<file path="config.mk">
export PLATFORM = sky130hd
export DESIGN_NAME = mem_arb_flat
export DESIGN_NICKNAME = d
export VERILOG_FILES = /design/src/rtl/mem_arb_if.sv /design/src/rtl/mem_arb.sv /design/src/flat_wrapper.sv
export SDC_FILE = /design/constraint.sdc
export NUM_CORES = 1
export LEC_CHECK = 0
export ABC_AREA = 1
export ABC_CLOCK_PERIOD_IN_PS = 1730
export CAP_MARGIN = 10
export CORE_ASPECT_RATIO = 1.4
export CORE_MARGIN = 10
export CORE_UTILIZATION = 55
export DETAILED_ROUTE_END_ITERATION = 7
export DONT_BUFFER_PORTS = 1
export PLACE_DENSITY = 0.73
export SLEW_MARGIN = 20
export SYNTH_ARGS = -nofsm -noshare
export SYNTH_HDL_FRONTEND = slang
export SYNTH_SLANG_ARGS = --single-unit
export TNS_END_PERCENT = 100
</file>
<file path="constraint.sdc">
create_clock -name clk -period 1.73 [get_ports clk]
set_clock_uncertainty 0.15 [all_clocks]
set_input_delay 0.173 -clock clk [delete_from_list [all_inputs] [get_ports clk]]
set_output_delay 0.173 -clock clk [all_outputs]
set_load 0.005 [all_outputs]
</file>
<file path="src/rtl/mem_arb_if.sv">
// Bus bundle for the memory arbiter: instruction-fetch port, data port,
// unified single-port memory port and status.
// The slave modport is the arbiter's view; master is the client/memory side.
interface mem_arb_if;
   logic        hlt;
   logic        if_req;
   logic [15:0] if_addr;
   logic        if_rdy;
   logic [15:0] if_data;
   logic        dm_re;
   logic        dm_we;
   logic [15:0] dm_addr;
   logic [15:0] dm_wdata;
   logic        dm_rdy;
   logic [15:0] dm_rdata;
   logic        mem_en;
   logic        mem_we;
   logic [15:0] mem_addr;
   logic [15:0] mem_wdata;
   logic [15:0] mem_rdata;
   logic        stall;
   logic        err;

   modport slave (
      input  hlt, if_req, if_addr, dm_re, dm_we, dm_addr, dm_wdata, mem_rdata,
      output if_rdy, if_data, dm_rdy, dm_rdata, mem_en, mem_we, mem_addr,
             mem_wdata, stall, err
   );

   modport master (
      output hlt, if_req, if_addr, dm_re, dm_we, dm_addr, dm_wdata, mem_rdata,
      input  if_rdy, if_data, dm_rdy, dm_rdata, mem_en, mem_we, mem_addr,
             mem_wdata, stall, err
   );
endinterface

</file>
<file path="src/rtl/mem_arb.sv">
// Arbiter sharing one single-port memory between instruction fetch and data
// accesses. Data requests win, except that after two back-to-back data grants
// with a fetch waiting, the fetch is served next. Every access holds the
// memory for MEM_LAT cycles, then spends one response cycle pulsing rdy.
module mem_arb #(
   parameter int MEM_LAT = 2            // memory latency in cycles, 1..7
) (
   input logic      clk,
   input logic      rst_n,
   mem_arb_if.slave bus
);

   typedef enum logic [1:0] {IDLE, IF_ACC, DM_ACC, RESP} state_t;

   localparam logic [2:0] CNT_LOAD = 3'(MEM_LAT - 1);

   state_t     state;
   logic [2:0] cnt;        // access cycles remaining after the current one
   logic [1:0] fair_cnt;   // data grants in a row while a fetch was waiting

   logic dm_req;
   logic if_pend;
   logic dm_first;

   // Grant decision terms; only acted upon while the FSM is in IDLE.
   always_comb begin
      dm_req   = bus.dm_re | bus.dm_we;
      if_pend  = bus.if_req & ~bus.hlt;
      dm_first = dm_req & ~(if_pend & (fair_cnt == 2'd2));
   end

   // Pipeline stall: a requester is waiting and is not being answered now.
   assign bus.stall = (bus.if_req & ~bus.hlt & ~bus.if_rdy) |
                      ((bus.dm_re | bus.dm_we) & ~bus.dm_rdy);

   // Arbitration FSM with registered memory-side and response outputs.
   always_ff @(posedge clk) begin
      if (!rst_n) begin
         state         <= IDLE;
         cnt           <= '0;
         fair_cnt      <= '0;
         bus.if_rdy    <= 1'b0;
         bus.dm_rdy    <= 1'b0;
         bus.if_data   <= '0;
         bus.dm_rdata  <= '0;
         bus.mem_en    <= 1'b0;
         bus.mem_we    <= 1'b0;
         bus.mem_addr  <= '0;
         bus.mem_wdata <= '0;
         bus.err       <= 1'b0;
      end else begin
         // NOTE: non-blocking assignments throughout, so the later case arms
         // can override these one-cycle pulse defaults without ordering races.
         bus.if_rdy <= 1'b0;
         bus.dm_rdy <= 1'b0;
         case (state)
            IDLE: begin
               if (bus.dm_re && bus.dm_we) bus.err <= 1'b1;
               if (dm_first) begin
                  state         <= DM_ACC;
                  bus.mem_en    <= 1'b1;
                  bus.mem_we    <= bus.dm_we;
                  bus.mem_addr  <= bus.dm_addr;
                  bus.mem_wdata <= bus.dm_wdata;
                  cnt           <= CNT_LOAD;
                  fair_cnt      <= if_pend ? fair_cnt + 2'd1 : 2'd0;
               end else if (if_pend) begin
                  state         <= IF_ACC;
                  bus.mem_en    <= 1'b1;
                  bus.mem_we    <= 1'b0;
                  bus.mem_addr  <= bus.if_addr;
                  bus.mem_wdata <= '0;
                  cnt           <= CNT_LOAD;
                  fair_cnt      <= 2'd0;
               end else begin
                  fair_cnt <= 2'd0;
               end
            end
            IF_ACC, DM_ACC: begin
               if (cnt == 3'd0) begin
                  if (state == IF_ACC) begin
                     bus.if_data <= bus.mem_rdata;
                     bus.if_rdy  <= 1'b1;
                  end else begin
                     // A write leaves the previous read data in place.
                     if (!bus.mem_we) bus.dm_rdata <= bus.mem_rdata;
                     bus.dm_rdy <= 1'b1;
                  end
                  bus.mem_en    <= 1'b0;
                  bus.mem_we    <= 1'b0;
                  bus.mem_addr  <= '0;
                  bus.mem_wdata <= '0;
                  state         <= RESP;
               end else begin
                  cnt <= cnt - 3'd1;
               end
            end
            RESP:    state <= IDLE;
            default: state <= IDLE;
         endcase
      end
   end

endmodule

</file>
<file path="src/flat_wrapper.sv">
// flat-port wrapper written by rule: the top's interface ports become plain ports
module mem_arb_flat 
#(
   parameter int MEM_LAT = 2                                             
)
  (clk, rst_n, bus_hlt, bus_if_req, bus_if_addr, bus_dm_re, bus_dm_we, bus_dm_addr, bus_dm_wdata, bus_mem_rdata, bus_if_rdy, bus_if_data, bus_dm_rdy, bus_dm_rdata, bus_mem_en, bus_mem_we, bus_mem_addr, bus_mem_wdata, bus_stall, bus_err);
  mem_arb_if bus_i ();
  input logic clk;
  input logic rst_n;
  input wire logic [$bits(bus_i.hlt)-1:0] bus_hlt;
  input wire logic [$bits(bus_i.if_req)-1:0] bus_if_req;
  input wire logic [$bits(bus_i.if_addr)-1:0] bus_if_addr;
  input wire logic [$bits(bus_i.dm_re)-1:0] bus_dm_re;
  input wire logic [$bits(bus_i.dm_we)-1:0] bus_dm_we;
  input wire logic [$bits(bus_i.dm_addr)-1:0] bus_dm_addr;
  input wire logic [$bits(bus_i.dm_wdata)-1:0] bus_dm_wdata;
  input wire logic [$bits(bus_i.mem_rdata)-1:0] bus_mem_rdata;
  output wire logic [$bits(bus_i.if_rdy)-1:0] bus_if_rdy;
  output wire logic [$bits(bus_i.if_data)-1:0] bus_if_data;
  output wire logic [$bits(bus_i.dm_rdy)-1:0] bus_dm_rdy;
  output wire logic [$bits(bus_i.dm_rdata)-1:0] bus_dm_rdata;
  output wire logic [$bits(bus_i.mem_en)-1:0] bus_mem_en;
  output wire logic [$bits(bus_i.mem_we)-1:0] bus_mem_we;
  output wire logic [$bits(bus_i.mem_addr)-1:0] bus_mem_addr;
  output wire logic [$bits(bus_i.mem_wdata)-1:0] bus_mem_wdata;
  output wire logic [$bits(bus_i.stall)-1:0] bus_stall;
  output wire logic [$bits(bus_i.err)-1:0] bus_err;
  assign bus_i.hlt = bus_hlt;
  assign bus_i.if_req = bus_if_req;
  assign bus_i.if_addr = bus_if_addr;
  assign bus_i.dm_re = bus_dm_re;
  assign bus_i.dm_we = bus_dm_we;
  assign bus_i.dm_addr = bus_dm_addr;
  assign bus_i.dm_wdata = bus_dm_wdata;
  assign bus_i.mem_rdata = bus_mem_rdata;
  assign bus_if_rdy = bus_i.if_rdy;
  assign bus_if_data = bus_i.if_data;
  assign bus_dm_rdy = bus_i.dm_rdy;
  assign bus_dm_rdata = bus_i.dm_rdata;
  assign bus_mem_en = bus_i.mem_en;
  assign bus_mem_we = bus_i.mem_we;
  assign bus_mem_addr = bus_i.mem_addr;
  assign bus_mem_wdata = bus_i.mem_wdata;
  assign bus_stall = bus_i.stall;
  assign bus_err = bus_i.err;
  mem_arb #(.MEM_LAT(MEM_LAT)) u_core (.clk(clk), .rst_n(rst_n), .bus(bus_i));
endmodule
</file>
==> results.py <==
metrics = {
    "run_status": {
        "status": "complete, but fails checks",
        "violations": "hold timing, setup timing",
    },
    "die": {
        "rows": 33,
        "die_area_sq_um": 9760,
        "start_util": 0.571,
        "core_area_sq_um": 5950,
        "ios": 140,
        "die_w_um": 86.4,
        "die_h_um": 113,
    },
    "routing": {
        "drt_wl_total_um": 11600,
        "wl_met2_um": 6020,
        "met1Wirelength_um": 3900,
        "first_pass_iters": 4,
        "num_vias": 3495,
        "remaining_drc_errors": 0,
        "highest_layer": "met4",
        "wire_per_inst_um": 18.0,
        "drt-initial-drc-count": 191,
        "drt.antenna.violating_nets": 0,
        "viasPerCell": 5.44,
        "wl_met3_um": 1180,
    },
    "sta": {
        "fin_crit_sh": 1.02,
        "slew_headroom": 0.519,
        "worst_pin_slew_ps": 721,
        "period_needed_ps": 1760,
        "hold_violations": 1,
        "setup_viol": 1,
        "clock.fmax_mhz": 568,
        "timing.setup.tns_ps": -29.4,
        "worst_hold_slack_ps": -24.6,
        "worst_slack_ps": -29.4,
        "drv_slew": 0,
    },
    "logic_synthesis": {
        "synth_fa_ha_area_frac": 0.0221,
        "synthMuxAreaShare": 0,
        "syn-num-nets": 565,
        "synth_xor_area_frac": 0.00258,
        "synth_area_sq_um": 3390,
        "synth-simple-area-share": 0.312,
        "netlist-cell-type-count": 26,
        "ys_ff_latch": 76,
        "synth_top_family_by_area": "simple AND/OR/NAND/NOR gates",
        "seq_area_frac_synth": 0.448,
        "syn_inst": 489,
        "syn-mean-instance-area_sq_um": 6.94,
        "ys_warn_count": 0,
        "synth_compound_area_frac": 0.116,
    },
    "worst_setup_path": {
        "end_kind": "flop",
        "worst-setup-path-type": "flop to flop",
        "worst_setup_path_start_kind": "flop",
        "cp_data_required_time_ps": 1870,
        "cp_max_fo": 8,
        "worstPathArrival_ps": 1900,
    },
    "clock_network": {
        "cts_made_buffers": 9,
        "clock_sinks": 76,
        "tritoncts": "yes",
        "clk_path_buf_depth": 2,
        "clock_latency_ps": 360,
        "root_buffer": "clkbuf_8",
        "clk_pin_slew_ps": 90,
        "h-tree-depth": 3,
    },
    "place": {
        "numPortBuffers": 0,
        "dp_worst_setup_slack_ps": -91.4,
        "dp_hpwl_um": 6370,
        "gp_congestion": 0.775,
    },
    "layout": {
        "syn2layout_area_growth_pct": 38.9,
        "drive_above_1_share": 0.179,
        "mostFrequentLayoutCells": "104 x nand2_1, 87 x nor2_1, 72 x dfxtp_1",
        "fin_nets": 641,
        "final_common_cell": "nand2_1",
    },
    "run": {
        "drv_cap": 0,
    },
    "power_and_ir_drop": {
        "leakage_uw": 0.00206,
        "peakVddDrop_mv": 1.49,
        "p_per_area_nw_per_um2": 1940,
    },
    "grt": {
        "grt_pass1_vias": 2898,
        "grt_pass1_wl_um": 14100,
        "antenna_found_initial": 3,
        "track_usage": 0.175,
        "grt_max_degree": 56,
        "globalRouteOverflowTotal": 0,
    },
    "hold_path": {
        "worstHoldPathType": "primary input to flop",
    },
}
[metal layers]
layer | track usage | vias to the layer above
met3 | 0.0926 | 41
li1 | - | 1674
met2 | 0.295 | 175
met5 | 0 | -
met1 | 0.173 | 1605
met4 | 0.0737 | 0
[synth_stat cells]
master      n  area share
nand2_1   108        0.12
nor2_1     90        0.10
dfxtp_1    76        0.45
a21oi_1    56       0.083
inv_1      51       0.056
nand3_1    23       0.034
o21ai_0    20       0.029
clkbuf_1   15       0.017
or2_2      14       0.026
buf_2       7       0.010
ha_1        6       0.022
buf_4       4      0.0088
nor3_1      3      0.0044
nand2_4     2      0.0066
nand3_2     2      0.0059
nand3b_1    2      0.0044
buf_6       1      0.0033
inv_2       1      0.0011
inv_4       1      0.0018
nand2_2     1      0.0018
nand3_4     1      0.0052
nor2_2      1      0.0018
nor2_4      1      0.0033
o21a_1      1      0.0022
o22ai_1     1      0.0018
xnor2_1     1      0.0026
[where the power goes]
group          internal (uW)  leakage (uW)  total, uW  switching [uW]
clock network            864      0.000114       1560             699
registers               2360      0.000626       2880             516
logic                   1960       0.00132       4700            2730
[flip-flops by register name, indices dropped and copies added (netlist names)]
name and count:
u_core.bus.mem_en 1, u_core.bus.mem_addr 16, u_core.bus.mem_wdata 16, u_core.bus.mem_we 1, u_core.bus.if_rdy 1, u_core.state 2
u_core.bus.dm_rdy 1, u_core.bus.err 1, u_core.cnt 3, u_core.bus.dm_rdata 16, u_core.bus.if_data 16, u_core.fair_cnt 2
[critical path, cell delays in order (launching register included)]
cell     delay [ps]
dfxtp_1         330
inv_2            80
ha_4            140
inv_2            40
nor2_4          160
nor2_4           60
nor2_4          150
nand2_8         130
buf_12          160
nand2_1          60
nand2_1          60
nor2_1          170
[cell families (layout without fill, tap and decap cells)]
kind of cell | Yosys count | after routing
AO/OA/AOI/OAI | 78 | 78
AND/OR/NAND/NOR | 248 | 249
XOR/XNOR | 1 | 1
flip-flops | 76 | 76
adder cells (fa/ha/maj) | 6 | 6
other | 0 | 3
buffers and inverters | 80 | 160
[timing repair]
item | CTS | global route
pin swaps | 1 | 11
gates cloned | 0 | 7
hold endpoints to repair | 70 | 52
gates resized for setup | 6 | 55
setup endpoints to repair | 50 | 71
setup buffers | 2 | 6
hold buffers | 20 | 44
[through the flow]
step / util / instance area, sq um / total power, uW / cells
6_report: 0.793 / 4710 / 9140 / 643
5_1_grt: 0.793 / 4710 / 9790 / 643
4_1_cts: 0.664 / 3950 / 7960 / 583
3_5_place_dp: 0.586 / 3480 / 6270 / 545
3_3_place_gp: 0.586 / 3480 / 6150 / 545
2_1_floorplan: - / 3410 / 5500 / 489
[final cells by class]
cell class | count | area (sq um)
clock buffers | 10 | 138
multi-input cells | 334 | 1680
flip-flops and latches | 76 | 1530
fillers | 384 | 1230
diodes | 3 | 7.51
clock inverters | 6 | 93.8
well taps | 70 | 87.6
repair buffers | 91 | 965
inverters | 53 | 214
[worst paths after layout]
check / start / end / slack (ps) / cells after the start
worst max-delay path: u_core.cnt[0]$_SDFFE_PN0P_ / u_core.bus.mem_addr[8]$_SDFFE_PN0P_ / -30 / 11
worst min register to register: u_core.cnt[1]$_SDFFE_PN0P_ / u_core.cnt[1]$_SDFFE_PN0P_ / 330 / 2
worst max register to register: u_core.cnt[0]$_SDFFE_PN0P_ / u_core.bus.mem_addr[8]$_SDFFE_PN0P_ / -30 / 11
worst min-delay path: bus_if_addr[2] / u_core.bus.mem_addr[2]$_SDFFE_PN0P_ / -20 / 4
(Power assumes the default switching activity.)
